## src/rtl/adam_axil_pause.sv

```systemverilog
// rtl/adam_axil_pause.sv - AXI-Lite pass-through gate answering the ADAM_PAUSE req/ack handshake
module adam_axil_pause #(
    parameter int ADDR_WIDTH = 32,
    parameter int DATA_WIDTH = 32,
    parameter int MAX_TRANS  = 4,
    localparam int STRB_WIDTH = DATA_WIDTH / 8
) (
    input  logic                  clk,
    input  logic                  rst,
    input  logic                  pause_req,
    output logic                  pause_ack,

    input  logic [ADDR_WIDTH-1:0] slv_aw_addr,
    input  logic [2:0]            slv_aw_prot,
    input  logic                  slv_aw_valid,
    output logic                  slv_aw_ready,
    input  logic [DATA_WIDTH-1:0] slv_w_data,
    input  logic [STRB_WIDTH-1:0] slv_w_strb,
    input  logic                  slv_w_valid,
    output logic                  slv_w_ready,
    output logic [1:0]            slv_b_resp,
    output logic                  slv_b_valid,
    input  logic                  slv_b_ready,
    input  logic [ADDR_WIDTH-1:0] slv_ar_addr,
    input  logic [2:0]            slv_ar_prot,
    input  logic                  slv_ar_valid,
    output logic                  slv_ar_ready,
    output logic [DATA_WIDTH-1:0] slv_r_data,
    output logic [1:0]            slv_r_resp,
    output logic                  slv_r_valid,
    input  logic                  slv_r_ready,

    output logic [ADDR_WIDTH-1:0] mst_aw_addr,
    output logic [2:0]            mst_aw_prot,
    output logic                  mst_aw_valid,
    input  logic                  mst_aw_ready,
    output logic [DATA_WIDTH-1:0] mst_w_data,
    output logic [STRB_WIDTH-1:0] mst_w_strb,
    output logic                  mst_w_valid,
    input  logic                  mst_w_ready,
    input  logic [1:0]            mst_b_resp,
    input  logic                  mst_b_valid,
    output logic                  mst_b_ready,
    output logic [ADDR_WIDTH-1:0] mst_ar_addr,
    output logic [2:0]            mst_ar_prot,
    output logic                  mst_ar_valid,
    input  logic                  mst_ar_ready,
    input  logic [DATA_WIDTH-1:0] mst_r_data,
    input  logic [1:0]            mst_r_resp,
    input  logic                  mst_r_valid,
    output logic                  mst_r_ready
);

    localparam int CW = $clog2(MAX_TRANS + 1);
    localparam logic [CW-1:0] MAX_CNT = CW'(MAX_TRANS);

    typedef enum logic [1:0] {
        PAUSED,
        RUNNING,
        DRAINING
    } state_t;

    state_t        state;
    logic [CW-1:0] wr_out;
    logic [CW-1:0] rd_out;
    logic [CW-1:0] w_owed;

    logic aw_gate, ar_gate, w_gate;
    logic aw_hs, w_hs, b_hs, ar_hs, r_hs;
    logic idle;

    // Address gates depend only on registered state, never on a ready.
    assign aw_gate = (state == RUNNING) && (wr_out < MAX_CNT);
    assign ar_gate = (state == RUNNING) && (rd_out < MAX_CNT);

    assign mst_aw_addr  = slv_aw_addr;
    assign mst_aw_prot  = slv_aw_prot;
    assign mst_aw_valid = slv_aw_valid & aw_gate;
    assign slv_aw_ready = mst_aw_ready & aw_gate;
    assign aw_hs        = mst_aw_valid & mst_aw_ready;

    // Data may ride along with its own address beat, but never run ahead of it.
    assign w_gate      = (w_owed != '0) | aw_hs;
    assign mst_w_data  = slv_w_data;
    assign mst_w_strb  = slv_w_strb;
    assign mst_w_valid = slv_w_valid & w_gate;
    assign slv_w_ready = mst_w_ready & w_gate;
    assign w_hs        = mst_w_valid & mst_w_ready;

    assign slv_b_resp  = mst_b_resp;
    assign slv_b_valid = mst_b_valid;
    assign mst_b_ready = slv_b_ready;
    assign b_hs        = mst_b_valid & mst_b_ready;

    assign mst_ar_addr  = slv_ar_addr;
    assign mst_ar_prot  = slv_ar_prot;
    assign mst_ar_valid = slv_ar_valid & ar_gate;
    assign slv_ar_ready = mst_ar_ready & ar_gate;
    assign ar_hs        = mst_ar_valid & mst_ar_ready;

    assign slv_r_data  = mst_r_data;
    assign slv_r_resp  = mst_r_resp;
    assign slv_r_valid = mst_r_valid;
    assign mst_r_ready = slv_r_ready;
    assign r_hs        = mst_r_valid & mst_r_ready;

    assign idle = (wr_out == '0) && (rd_out == '0) && (w_owed == '0);

    function automatic logic [CW-1:0] bump(input logic [CW-1:0] cnt, input logic inc, input logic dec);
        case ({inc, dec})
            2'b10:   return cnt + CW'(1);
            2'b01:   return cnt - CW'(1);
            default: return cnt;
        endcase
    endfunction

    always_ff @(posedge clk) begin
        if (rst) begin
            state     <= PAUSED;
            pause_ack <= 1'b1;
            wr_out    <= '0;
            rd_out    <= '0;
            w_owed    <= '0;
        end else begin
            wr_out <= bump(wr_out, aw_hs, b_hs);
            rd_out <= bump(rd_out, ar_hs, r_hs);
            w_owed <= bump(w_owed, aw_hs, w_hs);
            case (state)
                PAUSED: begin
                    if (!pause_req) begin
                        state     <= RUNNING;
                        pause_ack <= 1'b0;
                    end
                end
                RUNNING: begin
                    if (pause_req) begin
                        state <= DRAINING;
                    end
                end
                DRAINING: begin
                    // An aborted request wins over a drain that happens to finish now.
                    if (!pause_req) begin
                        state <= RUNNING;
                    end else if (idle) begin
                        state     <= PAUSED;
                        pause_ack <= 1'b1;
                    end
                end
                default: begin
                    state     <= PAUSED;
                    pause_ack <= 1'b1;
                end
            endcase
        end
    end

    wr_overflow:  assert property (@(posedge clk) disable iff (rst) !(aw_hs && !b_hs && wr_out == MAX_CNT));
    wr_underflow: assert property (@(posedge clk) disable iff (rst) !(b_hs && !aw_hs && wr_out == '0));
    rd_overflow:  assert property (@(posedge clk) disable iff (rst) !(ar_hs && !r_hs && rd_out == MAX_CNT));
    rd_underflow: assert property (@(posedge clk) disable iff (rst) !(r_hs && !ar_hs && rd_out == '0));
    wo_overflow:  assert property (@(posedge clk) disable iff (rst) !(aw_hs && !w_hs && w_owed == MAX_CNT));
    wo_underflow: assert property (@(posedge clk) disable iff (rst) !(w_hs && !aw_hs && w_owed == '0));

endmodule

```

## config.mk

```make
export PLATFORM = sky130hd
export DESIGN_NAME = adam_axil_pause
export DESIGN_NICKNAME = d
export VERILOG_FILES = /design/src/rtl/adam_axil_pause.sv
export SDC_FILE = /design/constraint.sdc
export NUM_CORES = 1
export LEC_CHECK = 0
export ABC_CLOCK_PERIOD_IN_PS = 2490
export CAP_MARGIN = 0
export CORE_AREA = 10 10 111 113
export CTS_CLUSTER_DIAMETER = 120
export DETAILED_ROUTE_END_ITERATION = 10
export DIE_AREA = 0 0 121 123
export MAX_ROUTING_LAYER = met4
export PLACE_DENSITY = 0.7
export SYNTH_ARGS = -nofsm -noshare
export SYNTH_HDL_FRONTEND = slang
export SYNTH_SLANG_ARGS = --single-unit
```

## constraint.sdc

```tcl
create_clock -name clk -period 2.49 [get_ports clk]
set_input_delay 0.249 -clock clk [delete_from_list [all_inputs] [get_ports clk]]
set_output_delay 0.249 -clock clk [all_outputs]
set_load 0.05 [all_outputs]
```

==> results.md, run 1 <==
- CP max FO: 3
- Synthesis Warnings: 0
- Element type at the critical path start: input port
- Final setup viols: 0
- Vias in the first global route: 953
- Slew at the pin with the worst max-slew slack: 502.5 ps
- 1st-iter DRT viols: 11
- Max Cap Viol: 0
- Synth top area share: 0.6033
- H-tree depth: 1
- Drt first pass iters: 3
- Postcts setup bufs: 0
- Grt total ovfl: 0
- Slew Limit Fails: 0
- Die area: 14880 sq um
- Crit-path cells: clkdlybuf4s50_1, and4bb_4, a21boi_2, and3b_1, ha_1, inv_1, fa_1, xor2_1, or3_1, a21oi_1
- Crit path capture type: register
- Clk buf depth: 2
- Slowest stage delay, CP: 460 ps
- Arr. time, crit path: 2480 ps
- Mapped Area: 1817 sq um
- Syn avg cell area: 8.110 sq um
- I/O pin cnt: 308
- CTS Sinks: 12
- CP delay by family, top: simple AND/OR/NAND/NOR gates
- RSZ-0062 raised after global routing: false
- First-pass GRT wire length: 5.168 mm
- Slew headroom: 0.6640
- Synth area leaders: buf_4, dfxtp_1, fa_1, xor2_1, and4bb_2
- Num CTS Buffers: 3
- Final hold vios: 0
- GRT Util Overall: 0.04980
- Leading cell type in the layout, fill and taps excluded: clkdlybuf4s50_1
- Area of the multi-input gates: 442.9 sq um
- Max Fclk: 0.4328 GHz
- Status: complete, no violations
- CP Data Required Time: 2660 ps
- Largest net degree at the start of global routing: 10
- Chip width: 121 um
- GPL Wtd Cong: 0.6587
- TritonCTS clock tree: yes
- Peak VDD IR: 0.1263 mV
- Dpl hpwl: 3.239 mm
- Nets: 270
- Starting Density: 0.1792
- Initial antenna violation count: 0
- Total inserted antenna cells: 0
- Core ar.: 10140 sq um
- Count of different cell masters after synthesis: 27
- Register area share after synthesis: 0.1322
- Tmin final: 2311 ps
- Power Density: 511.6 nW/um^2
- Worst-path clk slew: 60 ps
- DR vias: 852
- Area added between synthesis and finish: -34.37%
- Most frequent cells in the layout: clkdlybuf4s50_1, dfxtp_1, inv_1, nor2_1, buf_4
- DRC: 0
- Worst-skew pair later-pin latency: 240 ps
- Cts repair resizes: 0
- Slowest-stage cell, CP: clkdlybuf4s50_1
- Final Non-Filler Cells: 244
- Net Count, Synth: 385
- DRT Wirelength: 3.801 mm
- Post-DR wirelength/cell: 15.58 um
- FFs w/ async S/R, synth: 0
- FILL cells: 1137
- Syn Inst Count: 224
- CP bufs+invs: 2
- Via density per instance: 3.492
- CTS Hold Bufs: 0
- Number of synthesized flops with an enable pin: 0
- Placed Cells incl. Taps: 240
- Min-Delay Path Class: in2out
- Share of cells above drive strength 1: 0.1667
- #FFs+latches synth: 12
- Most used DFF post-synth: dfxtp_1
- Final ANT Viol Nets: 0
- Cell row count: 37
- Hold slack: 498.0 ps
- I/O Buffers: 23
- Period utilization: 0.9280
- Leading area contributor after synthesis: buf_4
- DIE HEIGHT: 123 um
- Register area: 240.2 sq um
- Critical path type: in2reg
- LEAKAGE: 0.4136 nW
- Root Driver: clkbuf_8
- Clock skew: 4.500 ps
layer usage:
metal  routed length (um)  track usage
met1                  810      0.02313
met2                 1677      0.06837
met3                  602      0.04011
met4                  710       0.1003
met5                    0            -
synth_stat cells, types with 3 or more instances:
cell	number
buf_4	146
dfxtp_1	12
inv_1	9
nor2_1	9
a21oi_1	6
xor2_1	6
and4bb_2	3
fa_1	3
ha_1	3
o21ai_0	3
or3_1	3
final cells by class:
| class | count | share of cell area |
|---|---|---|
| sequential | 12 | 0.2015 |
| multi-input combinational | 56 | 0.3715 |
| timing repair buffer | 27 | 0.2099 |
| tap | 136 | 0.1427 |
| inverter | 9 | 0.02833 |
| clock buffer | 4 | 0.04617 |
path summary, 6_finish.rpt:
path | from | endpoint | slack, ps | depth (start not counted)
min reg2reg | wr_out[1] | wr_out[1] | 500 | 2
max reg2reg | wr_out[2] | w_owed[2] | 210 | 9
max | slv_aw_valid | w_owed[2] | 180 | 10
min | slv_ar_addr[16] | mst_ar_addr[16] | 500 | 0
kinds of logic after synthesis:
group | synth area share
buf+inv | 0.6240
simple gates | 0.1109
fa+ha+maj | 0.05992
compound gates | 0.04408
flops | 0.1322
xor+xnor | 0.02893
through the flow:
stage	setup slack [ps]	power (mW)	setup TNS, ps	instance area (sq um)	utilization
after floorplan	179.7	0.9528	0	1817	-
after global placement	29.83	0.3993	0	1137	0.1122
after detailed placement	-61.50	0.4051	-61.50	1137	0.1122
final	179.3	0.6100	0	1192	0.1176
after global routing	97.22	0.6386	0	1192	0.1176
after CTS	171.3	0.6187	0	1192	0.1176
flip-flops by register name, summed over array words and instances (netlist names):
name,flops
pause_ack,1
rd_out,3
state,2
w_owed,3
wr_out,3
where the power goes:
part	leakage (nW)	switching (mW)	internal, mW	total (mW)
sequential	0.0983	0.0126	0.207	0.220
clock	0.0288	0.0723	0.140	0.212
combinational	0.287	0.0990	0.0793	0.178
Note: power is estimated with default switching activity, not from simulation.
==> run 2, diff against run 1 <==
--- a/config.mk
+++ b/config.mk
@@ -6,7 +6,7 @@
 export NUM_CORES = 1
 export LEC_CHECK = 0
 export ABC_CLOCK_PERIOD_IN_PS = 2490
-export CAP_MARGIN = 0
+export CAP_MARGIN = 20
 export CORE_AREA = 10 10 111 113
 export CTS_CLUSTER_DIAMETER = 120
 export DETAILED_ROUTE_END_ITERATION = 10
==> results of run 2 <==
No change in the layout: final DEF, timing and power equal those of run 1.
==> run 3, diff against run 2 <==
==> constraint.sdc (replaced) <==
create_clock -name clk -period 2.49 [get_ports clk]
set_input_delay 0.6225 -clock clk [delete_from_list [all_inputs] [get_ports clk]]
set_output_delay 0.6225 -clock clk [all_outputs]
set_load 0.05 [all_outputs]
==> results.md, run 3 (synthesized netlist as in run 1, its figures left out) <==
- DR vias: 896
- Area added between synthesis and finish: -22.31%
- Arr. time, crit path: 2600 ps
- Nets: 283
- Tmin final: 2418 ps
- Via density per instance: 3.486
- Placed cell area: 1350 sq um
- Period utilization: 0.9710
- TritonCTS clock tree: yes
- Die area: 14880 sq um
- Most frequent cells in the layout: buf_4, dfxtp_1, clkdlybuf4s50_1
- Peak VDD IR: 0.1459 mV
- Chip width: 121 um
- Min-Delay Path Class: reg2reg
- I/O Buffers: 23
- GRT Util Overall: 0.05538
- Total inserted antenna cells: 0
- Max Cap Viol: 0
- CTS Sinks: 12
- Max Fclk: 0.4136 GHz
- Final setup viols: 0
- Num CTS Buffers: 3
- H-tree depth: 1
- R2r setup slk: 210 ps
- Postcts setup bufs: 0
- Largest net degree at the start of global routing: 12
- Slew headroom: 0.6639
- 1st-iter DRT viols: 15
- Clk buf depth: 2
- LEAKAGE: 0.5246 nW
- First-pass GRT wire length: 5.871 mm
- Critical path type: in2reg
- Final hold vios: 0
- Core ar.: 10140 sq um
- Drt first pass iters: 4
- Root Driver: clkbuf_8
- Clock skew: 1.529 ps
- Dpl hpwl: 3.393 mm
- Cell row count: 37
- Slew at the pin with the worst max-slew slack: 502.6 ps
- Power Density: 464.2 nW/um^2
- CTS Hold Bufs: 0
- Worst-path clk slew: 50 ps
- Initial antenna violation count: 0
- CP Data Required Time: 2670 ps
- Fin area: 1411 sq um
- Crit path capture type: register
- Status: complete, no violations
- Slew Limit Fails: 0
- Share of cells above drive strength 1: 0.3471
- Post-DR wirelength/cell: 15.85 um
- Worst-skew pair later-pin latency: 240 ps
- CP max FO: 2
- DIE HEIGHT: 123 um
- Biggest regs: rd_out: 3 flops, w_owed: 3 flops, wr_out: 3 flops
- Vias in the first global route: 1039
- GPL Wtd Cong: 0.6290
- Element type at the critical path start: input port
- Placed Cells incl. Taps: 253
- RSZ-0062 raised after global routing: false
- Final Non-Filler Cells: 257
- Leading cell type in the layout, fill and taps excluded: buf_4
- Final ANT Viol Nets: 0
- DRT Wirelength: 4.073 mm
- I/O pin cnt: 308
- DRC: 0
- Grt total ovfl: 0
- Starting Density: 0.1792
## run 3: final timing paths
path                     start         to  cells after the start
setup / recovery  slv_aw_valid  w_owed[2]                     10
hold / removal       wr_out[1]  wr_out[1]                      2
setup reg to reg     wr_out[2]  w_owed[2]                      9
hold reg to reg      wr_out[1]  wr_out[1]                      2
## run 3: power by group
| group | switching, mW | internal, mW | total (mW) |
|---|---|---|---|
| sequential | 0.0115 | 0.207 | 0.219 |
| combinational | 0.110 | 0.112 | 0.222 |
| clock | 0.0745 | 0.140 | 0.214 |
| total | 0.196 | 0.459 | 0.655 |
## run 3: what timing repair did
| item | CTS | global route |
|---|---|---|
| gates resized for setup | 3 | 2 |
| pin swaps | 5 | 0 |
| setup endpoints to repair | 4 | 1 |
## run 3: worst max-delay path, stage by stage
cell           delay [ps]
dlygate4sd2_1         190
and4bb_4              230
a21boi_2               60
and3b_1               230
ha_2                  190
inv_2                  40
fa_2                  340
xor2_1                170
or3_4                 390
a21oi_2               120
## run 3: area by class of cell
class                   instances  area, sq um
inverters                       9        33.78
well taps                     136        170.2
clock buffers                   4        55.05
multi-input cells              56        456.7
repair buffers                 40        455.4
fillers                      1133         8727
flip-flops and latches         12        240.2
## run 3: layer usage
| layer | global-route usage | up-vias | wire length, um |
|---|---|---|---|
| met5 | - | - | 0 |
| met4 | 0.1033 | 0 | 709 |
| met3 | 0.04421 | 88 | 709 |
| met2 | 0.07177 | 89 | 1746 |
| met1 | 0.03217 | 365 | 908 |
| li1 | - | 354 | - |
## run 3: per-stage QoR
step,setup slack (ps),utilization,setup TNS (ps),power (mW),hold WS [ps]
finish,72.13,0.1392,0,0.6552,490.8
global route,0.04752,0.1392,0,0.6872,533.7
CTS,61.19,0.1383,0,0.6611,497.1
detailed placement,-374.0,0.1332,-977.8,0.4461,487.7
global placement,-257.8,0.1332,-693.1,0.4409,465.8
floorplan,36.12,-,0,0.9534,454.4
